$ cat config.mk
export PLATFORM = sky130hd
export DESIGN_NAME = lives_manager
export DESIGN_NICKNAME = d
export VERILOG_FILES = /design/src/rtl/lives_manager.sv
export SDC_FILE = /design/constraint.sdc
export NUM_CORES = 1
export LEC_CHECK = 0
export ABC_AREA = 1
export BUFFER_PORTS_ARGS = -buffer_cell sky130_fd_sc_hd__buf_2
export CORE_UTILIZATION = 45
export CTS_BUF_LIST = sky130_fd_sc_hd__clkbuf_16
export DETAILED_ROUTE_END_ITERATION = 6
export PLACE_DENSITY = 0.74
export REMOVE_ABC_BUFFERS = 1
export SYNTH_ARGS = -nofsm -noshare
export SYNTH_HDL_FRONTEND = slang
export SYNTH_SLANG_ARGS = --single-unit
export TNS_END_PERCENT = 20
$ cat constraint.sdc
create_clock -name clk -period 1.8 [get_ports clk]
set_input_delay 0.18 -clock clk [delete_from_list [all_inputs] [get_ports clk]]
set_output_delay 0.18 -clock clk [all_outputs]
set_load 0.01 [all_outputs]
$ cat src/rtl/lives_manager.sv
// Lives tracker for one player: miss/bonus edge detection, saturating bonus lives,
// a post-miss grace window, a one-cycle life-lost pulse and a sticky game-over state.
module lives_manager #(
    parameter int LIVES_W       = 4,
    parameter int MAX_LIVES     = 15,
    parameter int DEFAULT_LIVES = 3,
    parameter int GRACE_CYC     = 16
) (
    input  logic               clk,
    input  logic               rst,
    input  logic               lives_set,
    input  logic [LIVES_W-1:0] lives_inp,
    input  logic               miss_inp,
    input  logic               bonus_inp,
    output logic [LIVES_W-1:0] lives,
    output logic               game_over,
    output logic               grace_active,
    output logic               life_lost
);

    localparam int GCW = (GRACE_CYC > 0) ? (($clog2(GRACE_CYC + 1) > 1) ? $clog2(GRACE_CYC + 1) : 1) : 1;

    localparam logic [LIVES_W-1:0] MAX_L      = LIVES_W'(MAX_LIVES);
    localparam logic [LIVES_W-1:0] DEF_L      = LIVES_W'(DEFAULT_LIVES);
    localparam logic [LIVES_W-1:0] ONE_L      = LIVES_W'(1);
    localparam logic [GCW-1:0]     GRACE_LOAD = GCW'(GRACE_CYC);
    localparam logic [GCW-1:0]     ONE_G      = GCW'(1);

    typedef enum logic [1:0] {
        ST_PLAY  = 2'd0,
        ST_GRACE = 2'd1,
        ST_OVER  = 2'd2
    } state_t;

    localparam state_t RST_STATE = (DEFAULT_LIVES == 0) ? ST_OVER : ST_PLAY;
    localparam logic   RST_OVER  = (DEFAULT_LIVES == 0) ? 1'b1 : 1'b0;

    generate
        if ((MAX_LIVES < 1) || (MAX_LIVES > ((1 << LIVES_W) - 1)) ||
            (DEFAULT_LIVES < 0) || (DEFAULT_LIVES > MAX_LIVES) || (GRACE_CYC < 0)) begin : g_bad_params
            $error("lives_manager: illegal parameter combination");
        end
    endgenerate

    // Loaded values above the ceiling are clipped rather than wrapped.
    function automatic logic [LIVES_W-1:0] clamp_load(input logic [LIVES_W-1:0] v);
        logic [LIVES_W-1:0] r;
        if (v > MAX_L) begin
            r = MAX_L;
        end else begin
            r = v;
        end
        return r;
    endfunction

    // Ceiling is checked before adding so the count can never wrap.
    function automatic logic [LIVES_W-1:0] sat_inc(input logic [LIVES_W-1:0] v);
        logic [LIVES_W-1:0] r;
        if (v >= MAX_L) begin
            r = MAX_L;
        end else begin
            r = v + ONE_L;
        end
        return r;
    endfunction

    state_t             state_q, state_d;
    logic [LIVES_W-1:0] lives_q, lives_d;
    logic [GCW-1:0]     grace_cnt_q, grace_cnt_d;
    logic               miss_q, bonus_q;
    logic               game_over_q, grace_active_q, life_lost_q, life_lost_d;
    logic               miss_ev_s, bonus_ev_s;

    // Next-state, next-count and pulse computation.
    always_comb begin
        miss_ev_s   = miss_inp & ~miss_q;
        bonus_ev_s  = bonus_inp & ~bonus_q;
        state_d     = state_q;
        lives_d     = lives_q;
        grace_cnt_d = grace_cnt_q;
        life_lost_d = 1'b0;
        if (lives_set) begin
            lives_d     = clamp_load(lives_inp);
            grace_cnt_d = '0;
            if (lives_d == '0) begin
                state_d = ST_OVER;
            end else begin
                state_d = ST_PLAY;
            end
        end else begin
            case (state_q)
                ST_PLAY: begin
                    if (miss_ev_s && !bonus_ev_s) begin
                        lives_d     = lives_q - ONE_L;
                        life_lost_d = 1'b1;
                        if (lives_d == '0) begin
                            state_d = ST_OVER;
                        end else if (GRACE_CYC > 0) begin
                            grace_cnt_d = GRACE_LOAD;
                            state_d     = ST_GRACE;
                        end else begin
                            state_d = ST_PLAY;
                        end
                    end else if (bonus_ev_s && !miss_ev_s) begin
                        lives_d = sat_inc(lives_q);
                    end else begin
                        lives_d = lives_q;
                    end
                end
                ST_GRACE: begin
                    // Misses are dropped here, not queued for later.
                    if (bonus_ev_s) begin
                        lives_d = sat_inc(lives_q);
                    end else begin
                        lives_d = lives_q;
                    end
                    if (grace_cnt_q <= ONE_G) begin
                        grace_cnt_d = '0;
                        state_d     = ST_PLAY;
                    end else begin
                        grace_cnt_d = grace_cnt_q - ONE_G;
                        state_d     = ST_GRACE;
                    end
                end
                ST_OVER: begin
                    lives_d     = '0;
                    grace_cnt_d = '0;
                    state_d     = ST_OVER;
                end
                default: begin
                    lives_d     = DEF_L;
                    grace_cnt_d = '0;
                    state_d     = RST_STATE;
                end
            endcase
        end
    end

    // State, count, edge-detect and registered output flops.
    always_ff @(posedge clk or negedge rst) begin
        if (!rst) begin
            state_q        <= RST_STATE;
            lives_q        <= DEF_L;
            grace_cnt_q    <= '0;
            miss_q         <= 1'b0;
            bonus_q        <= 1'b0;
            game_over_q    <= RST_OVER;
            grace_active_q <= 1'b0;
            life_lost_q    <= 1'b0;
        end else begin
            state_q        <= state_d;
            lives_q        <= lives_d;
            grace_cnt_q    <= grace_cnt_d;
            miss_q         <= miss_inp;
            bonus_q        <= bonus_inp;
            game_over_q    <= (state_d == ST_OVER);
            grace_active_q <= (state_d == ST_GRACE);
            life_lost_q    <= life_lost_d;
        end
    end

    assign lives        = lives_q;
    assign game_over    = game_over_q;
    assign grace_active = grace_active_q;
    assign life_lost    = life_lost_q;

endmodule

Word level (Yosys, flattened, before mapping)
Cells that the tools add are included.
{ "classes": {"bitwise_logic": 4, "magnitude_cmp": 3, "n_mux": 22, "n_reduce_logical": 9, "add_sub_neg": 3, "n_eq_ne": 8} }
{ "ops": {"columns": ["operator", "n"], "rows": [
  ["$mux W4", 7],
  ["$mux W5", 4],
  ["$pmux W4 S3", 1],
  ["$pmux W5 S2", 1],
  ["$ne A3 B3 Y1 const B", 3],
  ["$logic_not A4 Y1", 2],
  ["$mux W2", 4],
  ["$pmux W2 S3", 1],
  ["$le A5 B1 Y1 const B", 1],
  ["$sub A5 B1 Y5 const B", 1],
  ["$add A4 B1 Y4 const B", 1],
  ["$eq A2 B1 Y1 const B", 2],
  ["$eq A2 B2 Y1 const B", 2],
  ["$ge A4 B4 Y1 const B", 1],
  ["$gt A4 B4 Y1 const B", 1],
  ["$mux W1", 4],
  ["$ne A4 B4 Y1 const B", 1],
  ["$reduce_and A2 Y1", 2],
  ["$sub A4 B1 Y4 const B", 1],
  ["$and A1 B1 Y1", 2],
  ["$logic_and A1 B1 Y1", 2],
  ["$logic_not A1 Y1", 2],
  ["$logic_not A2 Y1", 1],
  ["$not A1 Y1", 2]
]} }
{ "word_totals": {"wordCells": 57, "ff_bits": 16, "output_inout_bits": 7} }

Logic depth before layout (Yosys ltp)
{ "logic_depth": {"depth_word": 8, "mapped_depth": 11} }

Least setup slack after synthesis
Ideal clock, no wire load.
{ "synth_timing": {"kind": "flip-flop to flip-flop", "start": "register lives_q[0], in the netlist lives[0]", "end": "register game_over_q, in the netlist game_over", "path_stages_with_launch": 11, "setup_ps": 124, "synth_period_minus_slack_ps": 1520, "arrival_ps": 1396, "required_ps": 1676, "path_slack_ps": 280, "path_cell_list": "dfstp_2 inv_1 ha_1 inv_1 nand2_1 nand2_1 nor2_1 nand2_2 nor2_1 o21bai_1 nand2_1"} }
{ "synth_between": {"elab_chain_len": 7} }
{ "synth_rtl": {"columns": ["item", "line_no", "source"], "rows": [
  ["from (decl)", "68", "logic [LIVES_W-1:0] lives_q, lives_d;"],
  ["from (signal assigned)", "152", "lives_q <= lives_d;"],
  ["$sub A4 B1 Y4", "94", "lives_d = lives_q - ONE_L;"],
  ["$logic_not A4 Y1", "96", "if (lives_d == '0) begin"],
  ["$mux W2", "96", null],
  ["$mux W2", "93", "if (miss_ev_s && !bonus_ev_s) begin"],
  ["$pmux W2 S3", "91", "case (state_q)"],
  ["$mux W2", "82", "if (lives_set) begin"],
  ["$eq A2 B2 Y1", "156", "game_over_q <= (state_d == ST_OVER);"],
  ["to (signal assigned)", "156", null],
  ["to (decl)", "71", "logic game_over_q, grace_active_q, life_lost_q, life_lost_d;"]
]} }
No other way between the ends.
A chain may end at the register's enable or synchronous reset.

Final worst setup path
{ "layout_timing": {"start": "register lives_q[1], in the netlist lives[1]", "end": "register grace_cnt_q[1]"} }
{ "layout_between": {"elab_chain_len": 4} }
{ "layout_rtl": {"columns": ["item", "line_no", "source"], "rows": [
  ["$sub A4 B1 Y4", "94", null],
  ["$logic_not A4 Y1", "96", null],
  ["$ne A3 B3 Y1 (no source line)", null, null],
  ["$reduce_and A2 Y1 (no source line)", null, null],
  ["to (signal assigned)", "153", "grace_cnt_q <= grace_cnt_d;"],
  ["to (decl)", "69", "logic [GCW-1:0] grace_cnt_q, grace_cnt_d;"]
]} }
No other way between the ends.

==> impl_metrics.py <==
metrics = {
    "detailed_routing": {
        "ant_nets": 0,
        "dr.pass1.iters": 4,
        "drc": 0,
        "viasPerCell": 5.071,
        "wl_per_cell_um": 11.86,
        "vias": 1065,
        "routed_wl_mm": 2.490,
        "initialDrtViolationCount": 35,
    },
    "global_routing": {
        "first_global_vias": 1014,
        "grt_pass1_wl_mm": 4.271,
        "antenna_found_initial": 0,
        "grt_use_total_pct": 22.36,
        "overflow": 0,
        "grt_max_degree": 17,
    },
    "cells_and_area": {
        "n_antenna_cell": 0,
        "final_cell_mix": "nand2_1 (57), inv_1 (20), nand3_1 (17), nor2_1 (16), buf_2 (15)",
        "layout_commonest_cell": "nand2_1",
        "fillers": 206,
        "syn2layout_area_growth_pct": 17.15,
        "fin_cells": 210,
        "multi_input_area_um2": 606.8,
        "final_cell_area_um2": 1308,
        "drive_gt1_share_pct": 19.23,
        "nNetsFinal": 197,
        "final_util_pct": 57.45,
        "seqCellArea_um2": 402.9,
    },
    "logic_synthesis": {
        "syn-cell-area_um2": 1116,
        "syn_avg_cell_area_um2": 6.847,
        "ys_top_cells_by_area": "dfrtp_1 (31%), nand2_1 (19%), nand3_1 (7.6%), inv_1 (7.1%), ha_1 (5.6%)",
        "synth_warnings": 0,
        "yosysUniqueCellTypes": 22,
        "postSynthCellCount": 163,
        "ys_ff_latch": 16,
        "synth_top_area_share_pct": 31.39,
        "synth_top_cell_by_area": "dfrtp_1",
        "seq_area_frac_synth_pct": 36.10,
    },
    "run": {
        "drv_cap": 0,
    },
    "clock_tree": {
        "cts_htree_levels": 1,
        "clock-sinks": 16,
        "clock_latency_ns": 0.25,
        "path_clk_slew_ns": 0.05,
        "post_cts_buffers": 0,
        "numCtsBuffers": 3,
        "cts_buffer_depth": 2,
        "cts_tree": "done",
        "root_buffer": "clkbuf_16",
    },
    "place": {
        "dp_hpwl_mm": 1.839,
        "portBuffers": 15,
        "dp_slack_ns": 0.1756,
        "placed_cell_area_um2": 1219,
        "place.gp.congestion": 0.8835,
        "dp.cells": 205,
    },
    "worst_setup_path": {
        "worstPathCellList": "inv_1 > ha_1 > nand2_1 > nand2_1 > nor2_1 > nand2_2 > o21ai_2 > nand2_1 > nand2_1",
        "worst-setup-path-type": "register to register",
        "crit_required_ns": 1.99,
        "path_max_fanout": 7,
        "crit_path_max_incr_delay_ns": 0.60,
        "crit_path_start_kind": "register",
        "critPathTopFamily": "flip-flops",
        "critPathBufInv": 1,
        "crit_arrival_ns": 1.87,
        "crit_slowest_cell": "dfstp_2",
        "endpoint_kind": "register",
        "cpMostUsedCell": "nand2_1",
    },
    "timing": {
        "slew_headroom_pct": 75.17,
        "worst_slack_ns": 0.1146,
        "fin_crit_sh_pct": 93.63,
        "setup_violations": 0,
        "worst_pin_slew_ns": 0.3724,
        "finalHoldViolations": 0,
        "period_needed_ns": 1.685,
        "fmax_mhz": 593.3,
        "finalClockSkew_ns": 0.0005731,
        "rsz0062_at_grt": "yes",
        "maxSlewViolCount": 0,
    },
    "power": {
        "vdd_ir_drop_max_uv": 877.2,
        "power.density_nw_per_um2": 1031,
        "power_leakage_uw": 0.0007497,
    },
    "die": {
        "initial_core_util_pct": 49.04,
        "pin_count": 16,
        "core_area_um2": 2276,
        "die-area_um2": 2683,
        "die_w_um": 51.80,
        "std_cell_rows": 17,
        "fp.dieH_um": 51.80,
    },
    "run_status": {
        "status": "completed",
    },
    "hold_path": {
        "hold_path.class": "input pin to register",
    },
}
==> final timing paths <==
kind                                            startpoint                          to  slack (ns)  cells after the start
worst max-delay path                  lives[1]$_DFFE_PN1P_  grace_cnt_q[1]$_DFFE_PN0P_        0.11                      9
worst min-delay path                              miss_inp            miss_q$_DFF_PN0_        0.05                      1
worst max register to register        lives[1]$_DFFE_PN1P_  grace_cnt_q[1]$_DFFE_PN0P_        0.11                      9
worst min register to register  grace_cnt_q[1]$_DFFE_PN0P_  grace_cnt_q[1]$_DFFE_PN0P_        0.53                      2
max in group asynchronous                              rst        lives[0]$_DFFE_PN1P_        1.11                      2
min in group asynchronous                              rst  grace_cnt_q[2]$_DFFE_PN0P_        0.37                      2
==> per-stage QoR <==
stage / total power, uW / hold WS, ns / setup TNS (ns)
after CTS: 1346 / 0.04645 / 0
final: 1348 / 0.04849 / 0
after floorplan: 772.2 / -0.1156 / 0
after detailed placement: 890.5 / 0.1197 / 0
after global routing: 1431 / 0.04660 / -0.001896
after global placement: 877.2 / 0.1081 / 0
==> repair_timing <==
item	4_1_cts	5_1_grt
hold buffers	1	0
resized for setup	0	1
endpoints found under the setup margin	0	5
endpoints found under the hold margin	14	0
==> Yosys cell counts <==
cell      number
nand2_1       57
inv_1         21
nand3_1       17
nor2_1        16
dfrtp_1       14
ha_1           5
a21oi_1        4
nand2_4        4
dfstp_2        2
inv_2          2
inv_4          2
nand2_2        2
nand4_1        2
nor2_2         2
nor3_1         2
o21ai_0        2
o21ai_1        2
o21bai_1       2
xor2_1         2
buf_4          1
nor2_4         1
o21ai_2        1
==> where the power goes <==
part / switching [uW] / internal [uW]
registers: 67.1 / 412
clock network: 151 / 296
logic: 267 / 155
total: 485 / 863
==> cell families (layout without fill, tap and decap cells) <==
logic type      count (synthesis)  after routing  share of synthesized area (%)
flops                          16             16                          36.10
compound gates                 11             11                          5.717
buf+inv                        26             45                          9.530
fa+ha+maj                       5              5                          5.605
simple gates                  103            103                          41.48
xor+xnor                        2              2                          1.570
==> worst reg2reg max path, delay by kind of cell, from the launching register on <==
family,cells,cell delay [ns]
compound gates,1,0.21
fa+ha+maj,1,0.19
buf+inv,1,0.09
flops,1,0.60
simple gates,6,0.54
==> state kept, by name, indices dropped and copies added (netlist names) <==
name	flops
bonus_q	1
grace_active	1
state_q	2
miss_q	1
life_lost	1
grace_cnt_q	5
lives	4
game_over	1
==> per-layer routing <==
| layer | track usage, % | wire length [um] | up-vias |
|---|---|---|---|
| li1 | - | - | 539 |
| met1 | 29.34 | 1161 | 477 |
| met2 | 34.42 | 1118 | 42 |
| met3 | 6.140 | 172 | 7 |
| met5 | 0 | 0 | - |
| met4 | 9.459 | 37 | 0 |
==> layout make-up <==
type / count / share of cell area, %
Multi-Input combinational cell: 121 / 46.41
Sequential cell: 16 / 30.81
Inverter: 25 / 7.560
Timing Repair Buffer: 16 / 6.507
Clock buffer: 3 / 5.742
Tap cell: 28 / 2.679
Clock inverter: 1 / 0.2871
Note: power is estimated with default switching activity, not from simulation.
